### config.mk
export PLATFORM = sky130hd
export DESIGN_NAME = ndata_width_resizer
export DESIGN_NICKNAME = d
export VERILOG_FILES = /design/src/rtl/ndata_width_resizer.sv
export SDC_FILE = /design/constraint.sdc
export NUM_CORES = 1
export LEC_CHECK = 0
export BUFFER_PORTS_ARGS = -buffer_cell sky130_fd_sc_hd__clkbuf_2
export CAP_MARGIN = 10
export CELL_PAD_IN_SITES_DETAIL_PLACEMENT = 2
export CELL_PAD_IN_SITES_GLOBAL_PLACEMENT = 2
export CORE_AREA = 5 5 311 313
export DETAILED_ROUTE_END_ITERATION = 10
export DIE_AREA = 0 0 316 318
export PLACE_DENSITY_LB_ADDON = 0.1
export RECOVER_POWER = 25
export SLEW_MARGIN = 15
export SYNTH_ARGS = -nofsm -noshare
export SYNTH_HDL_FRONTEND = slang
export SYNTH_SLANG_ARGS = --single-unit
### constraint.sdc
create_clock -name clk -period 111.8 [get_ports clk]
set_input_delay 33.54 -clock clk [delete_from_list [all_inputs] [get_ports clk]]
set_output_delay 33.54 -clock clk [all_outputs]
set_load 0.05 [all_outputs]
### src/rtl/ndata_width_resizer.sv
// -----------------------------------------------------------------------------
// ndata_width_resizer
//
// Converts a lane-based element stream between IN_WIDTH and OUT_WIDTH lanes,
// where one width is an integer multiple of the other (RATIO = max/min).
//   - Up mode   (OUT_WIDTH > IN_WIDTH): packs up to RATIO input beats into one
//     output beat. A group closes early on i_in_last; unfilled slots carry
//     keep = 0.
//   - Down mode (IN_WIDTH > OUT_WIDTH): splits one input beat into RATIO output
//     chunks, lowest lanes first.
//   - Equal mode: pure combinational passthrough.
// Lane 0 is the earliest element in the stream.
//
// Optional build macro:
//   NDATA_RESIZER_DROP_EMPTY_EN - down mode only. Chunks whose keep is all zero
//   are skipped. A fully empty last beat still emits one chunk (keep = 0,
//   last = 1). A fully empty non-last beat is consumed without producing
//   output.
//
// Ports:
//   clk          clock
//   rst_n        synchronous reset, active-low
//   i_in_data    input elements, IN_WIDTH lanes of data_t
//   i_in_keep    per-lane keep of the input beat
//   i_in_last    input beat ends a packet
//   i_in_valid   input beat valid
//   o_in_ready   resizer can accept an input beat
//   o_out_data   output elements, OUT_WIDTH lanes of data_t
//   o_out_keep   per-lane keep of the output beat
//   o_out_last   output beat ends a packet
//   o_out_valid  output beat valid
//   i_out_ready  downstream accepts the output beat
// -----------------------------------------------------------------------------
module ndata_width_resizer #(
    parameter type data_t    = logic [31:0],
    parameter int  IN_WIDTH  = 8,
    parameter int  OUT_WIDTH = 16
) (
    input  logic                  clk,
    input  logic                  rst_n,
    input  data_t [IN_WIDTH-1:0]  i_in_data,
    input  logic  [IN_WIDTH-1:0]  i_in_keep,
    input  logic                  i_in_last,
    input  logic                  i_in_valid,
    output logic                  o_in_ready,
    output data_t [OUT_WIDTH-1:0] o_out_data,
    output logic  [OUT_WIDTH-1:0] o_out_keep,
    output logic                  o_out_last,
    output logic                  o_out_valid,
    input  logic                  i_out_ready
);

    localparam int RATIO = (IN_WIDTH > OUT_WIDTH) ? (IN_WIDTH / OUT_WIDTH)
                                                  : (OUT_WIDTH / IN_WIDTH);
    localparam int CNT_W = (RATIO > 1) ? $clog2(RATIO) : 1;

`ifdef NDATA_RESIZER_DROP_EMPTY_EN
    // One bit per chunk: set when the chunk carries at least one kept lane.
    function automatic logic [RATIO-1:0] f_nonempty(
        input logic [RATIO-1:0][OUT_WIDTH-1:0] keep
    );
        logic [RATIO-1:0] nz;
        for (int c = 0; c < RATIO; c++) begin
            nz[c] = |keep[c];
        end
        return nz;
    endfunction

    // Lowest non-empty chunk strictly above floor_c (0 when there is none).
    function automatic logic [CNT_W-1:0] f_lowest_above(
        input logic [RATIO-1:0] nz,
        input int               floor_c
    );
        logic [CNT_W-1:0] idx;
        idx = '0;
        for (int c = RATIO - 1; c >= 0; c--) begin
            if (nz[c] && (c > floor_c)) begin
                idx = CNT_W'(c);
            end
        end
        return idx;
    endfunction

    function automatic logic f_any_above(
        input logic [RATIO-1:0] nz,
        input int               floor_c
    );
        logic any;
        any = 1'b0;
        for (int c = 0; c < RATIO; c++) begin
            if (nz[c] && (c > floor_c)) begin
                any = 1'b1;
            end
        end
        return any;
    endfunction
`endif

    generate
        if (((IN_WIDTH % OUT_WIDTH) != 0) && ((OUT_WIDTH % IN_WIDTH) != 0)) begin : g_bad_ratio
            $error("ndata_width_resizer: IN_WIDTH and OUT_WIDTH must be integer multiples");
        end else if (OUT_WIDTH > IN_WIDTH) begin : g_up
            data_t [RATIO-1:0][IN_WIDTH-1:0] r_acc_data;
            logic  [RATIO-1:0][IN_WIDTH-1:0] r_acc_keep;
            logic  [CNT_W-1:0]               r_slot;
            data_t [RATIO-1:0][IN_WIDTH-1:0] r_out_data;
            logic  [RATIO-1:0][IN_WIDTH-1:0] r_out_keep;
            logic                            r_out_last;
            logic                            r_out_valid;

            data_t [RATIO-1:0][IN_WIDTH-1:0] w_merge_data;
            logic  [RATIO-1:0][IN_WIDTH-1:0] w_merge_keep;
            logic                            w_in_ready;
            logic                            w_in_fire;
            logic                            w_complete;

            // Output register is free, or it drains this very cycle.
            assign w_in_ready = !r_out_valid || i_out_ready;
            assign w_in_fire  = i_in_valid && w_in_ready;
            assign w_complete = w_in_fire && ((r_slot == CNT_W'(RATIO - 1)) || i_in_last);

            // Accumulator with the current beat dropped into its slot; this is
            // what loads the output register when the group closes. Slots past
            // the current one still hold keep = 0 from the last clear.
            always_comb begin
                w_merge_data         = r_acc_data;
                w_merge_keep         = r_acc_keep;
                w_merge_data[r_slot] = i_in_data;
                w_merge_keep[r_slot] = i_in_keep;
            end

            always_ff @(posedge clk) begin
                if (!rst_n) begin
                    r_slot      <= '0;
                    r_acc_keep  <= '0;
                    r_out_keep  <= '0;
                    r_out_valid <= 1'b0;
                end else if (w_complete) begin
                    r_slot      <= '0;
                    r_acc_keep  <= '0;
                    r_out_keep  <= w_merge_keep;
                    r_out_valid <= 1'b1;
                end else begin
                    if (w_in_fire) begin
                        r_acc_keep[r_slot] <= i_in_keep;
                        r_slot             <= r_slot + CNT_W'(1);
                    end
                    if (i_out_ready) begin
                        r_out_valid <= 1'b0;
                    end
                end
            end

            always_ff @(posedge clk) begin
                if (w_in_fire && !w_complete) begin
                    r_acc_data[r_slot] <= i_in_data;
                end
                if (w_complete) begin
                    r_out_data <= w_merge_data;
                    r_out_last <= i_in_last;
                end
            end

            assign o_in_ready  = w_in_ready;
            assign o_out_data  = r_out_data;
            assign o_out_keep  = r_out_keep;
            assign o_out_last  = r_out_last;
            assign o_out_valid = r_out_valid;
        end else if (IN_WIDTH > OUT_WIDTH) begin : g_down
            data_t [RATIO-1:0][OUT_WIDTH-1:0] r_buf_data;
            logic  [RATIO-1:0][OUT_WIDTH-1:0] r_buf_keep;
            logic                             r_buf_last;
            logic                             r_full;
            logic  [CNT_W-1:0]                r_chunk;

            logic                             w_final;
            logic  [CNT_W-1:0]                w_next_chunk;
            logic  [CNT_W-1:0]                w_load_chunk;
            logic                             w_load_full;
            logic                             w_in_ready;
            logic                             w_in_fire;
            logic                             w_out_fire;

`ifdef NDATA_RESIZER_DROP_EMPTY_EN
            logic  [RATIO-1:0]                w_nz_buf;
            logic  [RATIO-1:0]                w_nz_in;

            assign w_nz_buf     = f_nonempty(r_buf_keep);
            assign w_nz_in      = f_nonempty(i_in_keep);
            // Final when no non-empty chunk remains above the current one; an
            // all-empty buffer sits at chunk 0 and is final immediately.
            assign w_final      = !f_any_above(w_nz_buf, int'(r_chunk));
            assign w_next_chunk = f_lowest_above(w_nz_buf, int'(r_chunk));
            assign w_load_chunk = f_lowest_above(w_nz_in, -1);
            // An all-empty non-last beat is swallowed on acceptance.
            assign w_load_full  = (|w_nz_in) || i_in_last;
`else
            assign w_final      = (r_chunk == CNT_W'(RATIO - 1));
            assign w_next_chunk = r_chunk + CNT_W'(1);
            assign w_load_chunk = '0;
            assign w_load_full  = 1'b1;
`endif

            // Refill in the same cycle the final chunk leaves: no output gap.
            assign w_in_ready = !r_full || (w_final && i_out_ready);
            assign w_in_fire  = i_in_valid && w_in_ready;
            assign w_out_fire = r_full && i_out_ready;

            always_ff @(posedge clk) begin
                if (!rst_n) begin
                    r_full     <= 1'b0;
                    r_chunk    <= '0;
                    r_buf_keep <= '0;
                end else if (w_in_fire) begin
                    r_full     <= w_load_full;
                    r_chunk    <= w_load_chunk;
                    r_buf_keep <= i_in_keep;
                end else if (w_out_fire) begin
                    if (w_final) begin
                        r_full  <= 1'b0;
                        r_chunk <= '0;
                    end else begin
                        r_chunk <= w_next_chunk;
                    end
                end
            end

            always_ff @(posedge clk) begin
                if (w_in_fire) begin
                    r_buf_data <= i_in_data;
                    r_buf_last <= i_in_last;
                end
            end

            assign o_in_ready  = w_in_ready;
            assign o_out_data  = r_buf_data[r_chunk];
            assign o_out_keep  = r_buf_keep[r_chunk];
            assign o_out_last  = r_buf_last && w_final;
            assign o_out_valid = r_full;
        end else begin : g_equal
            logic w_unused;

            assign w_unused    = clk ^ rst_n;
            assign o_in_ready  = i_out_ready;
            assign o_out_data  = i_in_data;
            assign o_out_keep  = i_in_keep;
            assign o_out_last  = i_in_last;
            assign o_out_valid = i_in_valid;
        end
    endgenerate

endmodule

==> results of run 1 <==
[power by group through the flow]
stage,Clock [uW],Sequential [uW],Combinational (uW)
after CTS,376,476,113
after floorplan,0,545,36.1
final,364,476,109
after global placement,0,482,107
after global routing,395,477,114
after detailed placement,0,484,112
[flip-flops by register name (all words and copies together), names as in the netlist]
signal           cells
o_out_keep          16
o_out_last           1
o_out_valid          1
g_up.r_acc_data    512
g_up.r_slot          1
g_up.r_acc_keep     16
o_out_data         512
[per-layer routing]
metal | GRT usage (%) | routed length (um) | share of wire, %
met5 | 0 | 85 | 0.076
met4 | 7.493 | 3735 | 3.3
met3 | 7.561 | 9346 | 8.3
met2 | 41.56 | 62940 | 56
met1 | 21.18 | 36340 | 32
[final timing paths]
| check | to | startpoint |
|---|---|---|
| setup / recovery | o_in_ready | i_out_ready |
| hold / removal | o_out_keep[0] | o_out_keep[0] |
| setup reg to reg | g_up.r_acc_data[100] | g_up.r_slot |
| hold reg to reg | o_out_keep[0] | o_out_keep[0] |
[synth_stat cells (2+ instances only)]
cell type,count
edfxtp_1,1025
mux2_2,512
buf_6,44
dfxtp_1,34
mux2i_1,16
o2bb2ai_1,16
buf_4,13
a21oi_1,9
o21ai_0,9
nand3_1,8
buf_2,7
and2_1,4
and2_4,4
nor2_1,3
inv_2,2
[per-stage QoR]
step           instance area, um2  hold slack (ns)  instances
2_1_floorplan               38450           0.4291       1716
3_3_place_gp                43590           0.4418       3735
3_5_place_dp                43590           0.4473       3735
4_1_cts                     47180           0.4725       3946
5_1_grt                     47050           0.4882       3956
6_report                    47070           0.4677       3964
[cell families after synthesis]
logic type             after synthesis  share of synthesized area [%]
flip-flops                        1059                          81.83
multiplexers                       528                          15.41
buffers and inverters               67                          1.663
AO/OA/AOI/OAI                       37                         0.6737
AND/OR/NAND/NOR                     25                         0.4198
[area by class of cell]
class,count,area share [%]
Antenna cell,16,0.08507
Clock buffer,140,6.425
Clock inverter,71,1.210
Inverter,2,0.01595
Multi-Input combinational cell,590,13.51
Sequential cell,1059,66.85
Tap cell,1265,3.363
Timing Repair Buffer,821,8.539
==> out/metrics.cfg, run 1 <==
[run_status]
outcome = finished clean

[clocking]
ctsResizeCount = 0
cts_tree = yes
cts_setup_buffers = 0
cts_buffers = 114
clock-sinks = 1059
clk_latency_ns = 0.67
cts_buffer_depth = 3
hold_buffers = 0
clk_pin_slew_worst_paths_ns = 0.06
cts_max_level = 3
root_buffer = clkbuf_16

[detailed_routing]
dr.pass1.iters = 4
antenna_left = 0
num_vias = 19850
via_per_inst = 5.007
drc = 0
drt-total-wl_um = 112500
wl_per_cell_um = 28.37
first_iter_violations = 1189

[synth]
synth_cell_types = 25
syn_inst = 1716
synth_ff_type = edfxtp_1
syn-num-nets = 1985
synth_edf_count = 1025
yosys.area.top_type = edfxtp_1
yosysSeqAreaShare_pct = 81.83
synth_area_per_cell_um2 = 22.40
synth_top_area_share_pct = 80.06
ys_seq_elements = 1059
ys_warn_count = 0
netlist_area_mm2 = 0.03845
async_flop_share_pct = 0
synth_top_cells_by_area = edfxtp_1 (80%), mux2_2 (15%), dfxtp_1 (1.8%)

[die]
dieArea_mm2 = 0.1005
die_w_um = 316
die_h_um = 318
rows = 113
initial_utilization_pct = 40.89
fp.coreArea_mm2 = 0.09402
io_pins = 800

[global_routing]
antenna_found_initial = 23
grt_util_all_layers_pct = 21.61
grt_max_degree = 162
grt_pass1_wl_um = 159000
overflow = 0
first_global_vias = 22410

[placed_design]
place_congestion = 0.7940
portBuffers = 799
dp_hpwl_um = 78920
pre_cts_slack_ns = 43.90

[power]
power_uw = 949.0
leakagePower_uw = 0.01671
peakVddDrop_uv = 15.20
p_int_uw = 705.6
switching_power_uw = 243.4
clkPwrFrac_pct = 38.4
p_seq_share_pct = 50.1
power_frac_comb_pct = 11.5
power_density_mw_per_mm2 = 20.16
p_sw_share_pct = 25.65

[cells_and_area]
layout_common_cells = edfxtp_1 (1025), clkbuf_2 (637), mux2_2 (345)
layout_commonest_cell = edfxtp_1
layout.nets = 2857
fin_util_pct = 50.06
multi_input_area_mm2 = 0.006359
seq_area_mm2 = 0.03146
drive_gt1_share_pct = 43.87
nFillCells = 8557
area_growth_pct = 22.42

[sta]
worst_slew_pin_slew_ns = 1.155
final.period_utilization_pct = 60.72
rsz0062_at_grt = no
hold_violations = 0
layout_setup_ws_ns = 43.91
fmax_mhz = 14.73
final.setup_skew_ns = 0.02335
relSlewSlack_pct = 23.00
fin_crit_ns = 67.89
setup_viol = 0
final.setup.tns_ns = 0
slew_violations = 0

[worst_setup_path]
worstSetupStartpointType = input pin
crit_type = input pin to output port
cp_num_buf_inv = 3
slowest_delay_ns = 0.28
cpMaxStageDelayCell = clkbuf_2
cp.arrival_ns = 34.35
reg2reg_depth = 5
crit_path_frequent_cell = clkbuf_2
rrSetupSlack_ns = 106.85
cp.depth = 4
crit_required_ns = 78.26
crit_fanout = 13
cp-end-kind = output port
cp_top_family = buffers and inverters
path_cells = clkbuf_2 > nor2b_4 > inv_2 > clkbuf_2

[min_path]
hp-class = flop to flop
min_path_cells = 1

[flow_run]
maxCapViolCount = 0

Note: power is estimated with default switching activity, not from simulation.
==> run 2: changes to the inputs <==
Settings changed: CORE_AREA 5 5 311 313 to default, CORE_MARGIN from default to 5, CORE_UTILIZATION from default to 41, DIE_AREA 0 0 316 318 to default.
Clock period 111.8 ns to 65.9 ns, I/O delays scaled along.
==> out/metrics.cfg, run 2 (synthesized netlist as in run 1, its figures left out) <==
[run_status]
outcome = finished clean

[clocking]
clock-sinks = 1059  ; unchanged
cts_buffer_depth = 3  ; unchanged
hold_buffers = 0  ; unchanged
cts_tree = yes
root_buffer = clkbuf_16
cts_setup_buffers = 0  ; unchanged
cts_max_level = 3  ; unchanged
ctsResizeCount = 0  ; unchanged
clk_latency_ns = 0.68  ; about the same
clk_pin_slew_worst_paths_ns = 0.06  ; about the same
cts_buffers = 111  ; -2.6%

[worst_setup_path]
crit_type = input pin to output port
path_cells = clkbuf_2 > nor2b_4 > inv_2 > clkbuf_2
crit_required_ns = 46.13  ; -32.13 ns
cp_top_family = buffers and inverters
crit_fanout = 13  ; unchanged
worstSetupStartpointType = input pin
cp.arrival_ns = 20.64  ; -13.71 ns
slowest_delay_ns = 0.29  ; about the same
cp_num_buf_inv = 3  ; unchanged
crit_path_frequent_cell = clkbuf_2
rrSetupSlack_ns = 61.35  ; -45.50 ns
cp-end-kind = output port
cpMaxStageDelayCell = clkbuf_2

[sta]
final.setup_skew_ns = 0.01390  ; -0.009445 ns
setup_viol = 0  ; unchanged
slew_violations = 0  ; unchanged
rsz0062_at_grt = no
relSlewSlack_pct = 22.17  ; -0.83 points
hold-worst-slack_ns = 0.4692  ; +0.001548 ns
final.period_utilization_pct = 61.33
hold_violations = 0  ; unchanged
final.setup.tns_ns = 0  ; unchanged
fin_crit_ns = 40.41
worst_slew_pin_slew_ns = 1.167  ; +0.01245 ns
fmax_mhz = 24.74

[global_routing]
grt_util_all_layers_pct = 21.61  ; about the same
grt_pass1_wl_um = 156400  ; -1.6%
antenna_found_initial = 40  ; +74%
grt_max_degree = 181  ; +12%
first_global_vias = 22180  ; -1.0%
overflow = 0  ; unchanged

[die]
dieArea_mm2 = 0.1000  ; -0.49%
io_pins = 800  ; unchanged
die_w_um = 316.2  ; about the same
rows = 112  ; -0.88%
fp.coreArea_mm2 = 0.09319  ; -0.88%
initial_utilization_pct = 41.26  ; +0.37 points
die_h_um = 316.2  ; -0.56%

[detailed_routing]
first_iter_violations = 1300  ; +9.3%
drc = 0  ; unchanged
via_per_inst = 4.996  ; -0.22%
wl_per_cell_um = 28.46  ; +0.34%
dr.pass1.iters = 4  ; unchanged
num_vias = 19730  ; -0.57%
antenna_left = 0  ; unchanged
drt-total-wl_um = 112400  ; about the same

[cells_and_area]
layout_commonest_cell = edfxtp_1
layout.nets = 2851  ; -0.21%
area_growth_pct = 21.97
drive_gt1_share_pct = 43.95  ; +0.080 points
layout_common_cells = edfxtp_1 (1025), clkbuf_2 (646), mux2_2 (352)

[power]
power_density_mw_per_mm2 = 33.96  ; +68%
power_frac_comb_pct = 11.6  ; about the same
switching_power_uw = 408.8  ; +68%
p_int_uw = 1184  ; +68%
peakVddDrop_uv = 20.96  ; +38%
leakagePower_uw = 0.01662  ; -0.56%
clkPwrFrac_pct = 37.7  ; -0.7 points
p_seq_share_pct = 50.6  ; +0.5 points
p_sw_share_pct = 25.67  ; about the same

[min_path]
hp-class = flop to flop

[placed_design]
dp_hpwl_um = 79500  ; +0.74%
place_congestion = 0.7736  ; -2.6%
portBuffers = 799  ; unchanged

[flow_run]
maxCapViolCount = 0  ; unchanged

## run 2: changes by cell type in the layout (fill, tap and decap cells not counted), sizes merged
| cell | previous run | this run |
|---|---|---|
| clkinv | 57 | 43 |
| diode | 16 | 27 |
| clkbuf | 937 | 945 |
| buf | 24 | 19 |
| bufinv | 9 | 7 |
| inv | 5 | 4 |
## run 2: final cells by class
| type | count | area [um2] |
|---|---|---|
| Fill cell | 8497 | 46300 |
| Sequential cell | 1059 | 31460 |
| Multi-Input combinational cell | 590 | 6359 |
| Timing Repair Buffer | 818 | 3979 |
| Clock buffer | 146 | 3004 |
| Tap cell | 1254 | 1569 |
| Clock inverter | 54 | 444.2 |
| Antenna cell | 27 | 67.56 |
| Inverter | 2 | 7.507 |
## run 2: layer usage
layer,vias to the layer above,track usage [%],routed length [um]
met1,10210,21.79,36760
met5,-,0,152
met3,204,8.313,9762
met4,24,10.09,5211
met2,656,39.34,60540
li1,8644,-,-
## run 2: worst paths after layout
check	start	endpoint	cells after the start
worst max-delay path	i_out_ready	o_in_ready	4
worst min register to register	o_out_keep[1]	o_out_keep[1]	1
worst max register to register	g_up.r_slot	o_out_data[348]	4
worst min-delay path	o_out_keep[1]	o_out_keep[1]	1
## run 2: power by group through the flow
stage | sequential [uW] | combinational [uW] | clock, uW
after floorplan | 925 | 61.3 | 0
after global placement | 817 | 182 | 0
after detailed placement | 821 | 190 | 0
after CTS | 807 | 191 | 620
after global routing | 810 | 194 | 655
final | 807 | 185 | 601
## run 2: worst register-to-register path, cell delays in order (launching register included)
cell and delay (ns):
dfxtp_4 1.03, nor2_1 0.33, nor2_4 0.81, buf_4 0.96
buf_4 0.94
## run 2: metrics by stage
stage          util [%]  total power (uW)  std cells  area [um2]  worst slack (ns)
2_1_floorplan         -             986.4       1716       38450             9.076
3_3_place_gp      46.75             999.3       3723       43570             25.54
3_5_place_dp      46.75              1011       3723       43570             25.49
4_1_cts           50.45              1619       3923       47010             25.49
5_1_grt           50.30              1658       3941       46870             25.45
6_report          50.32              1592       3950       46890             25.49
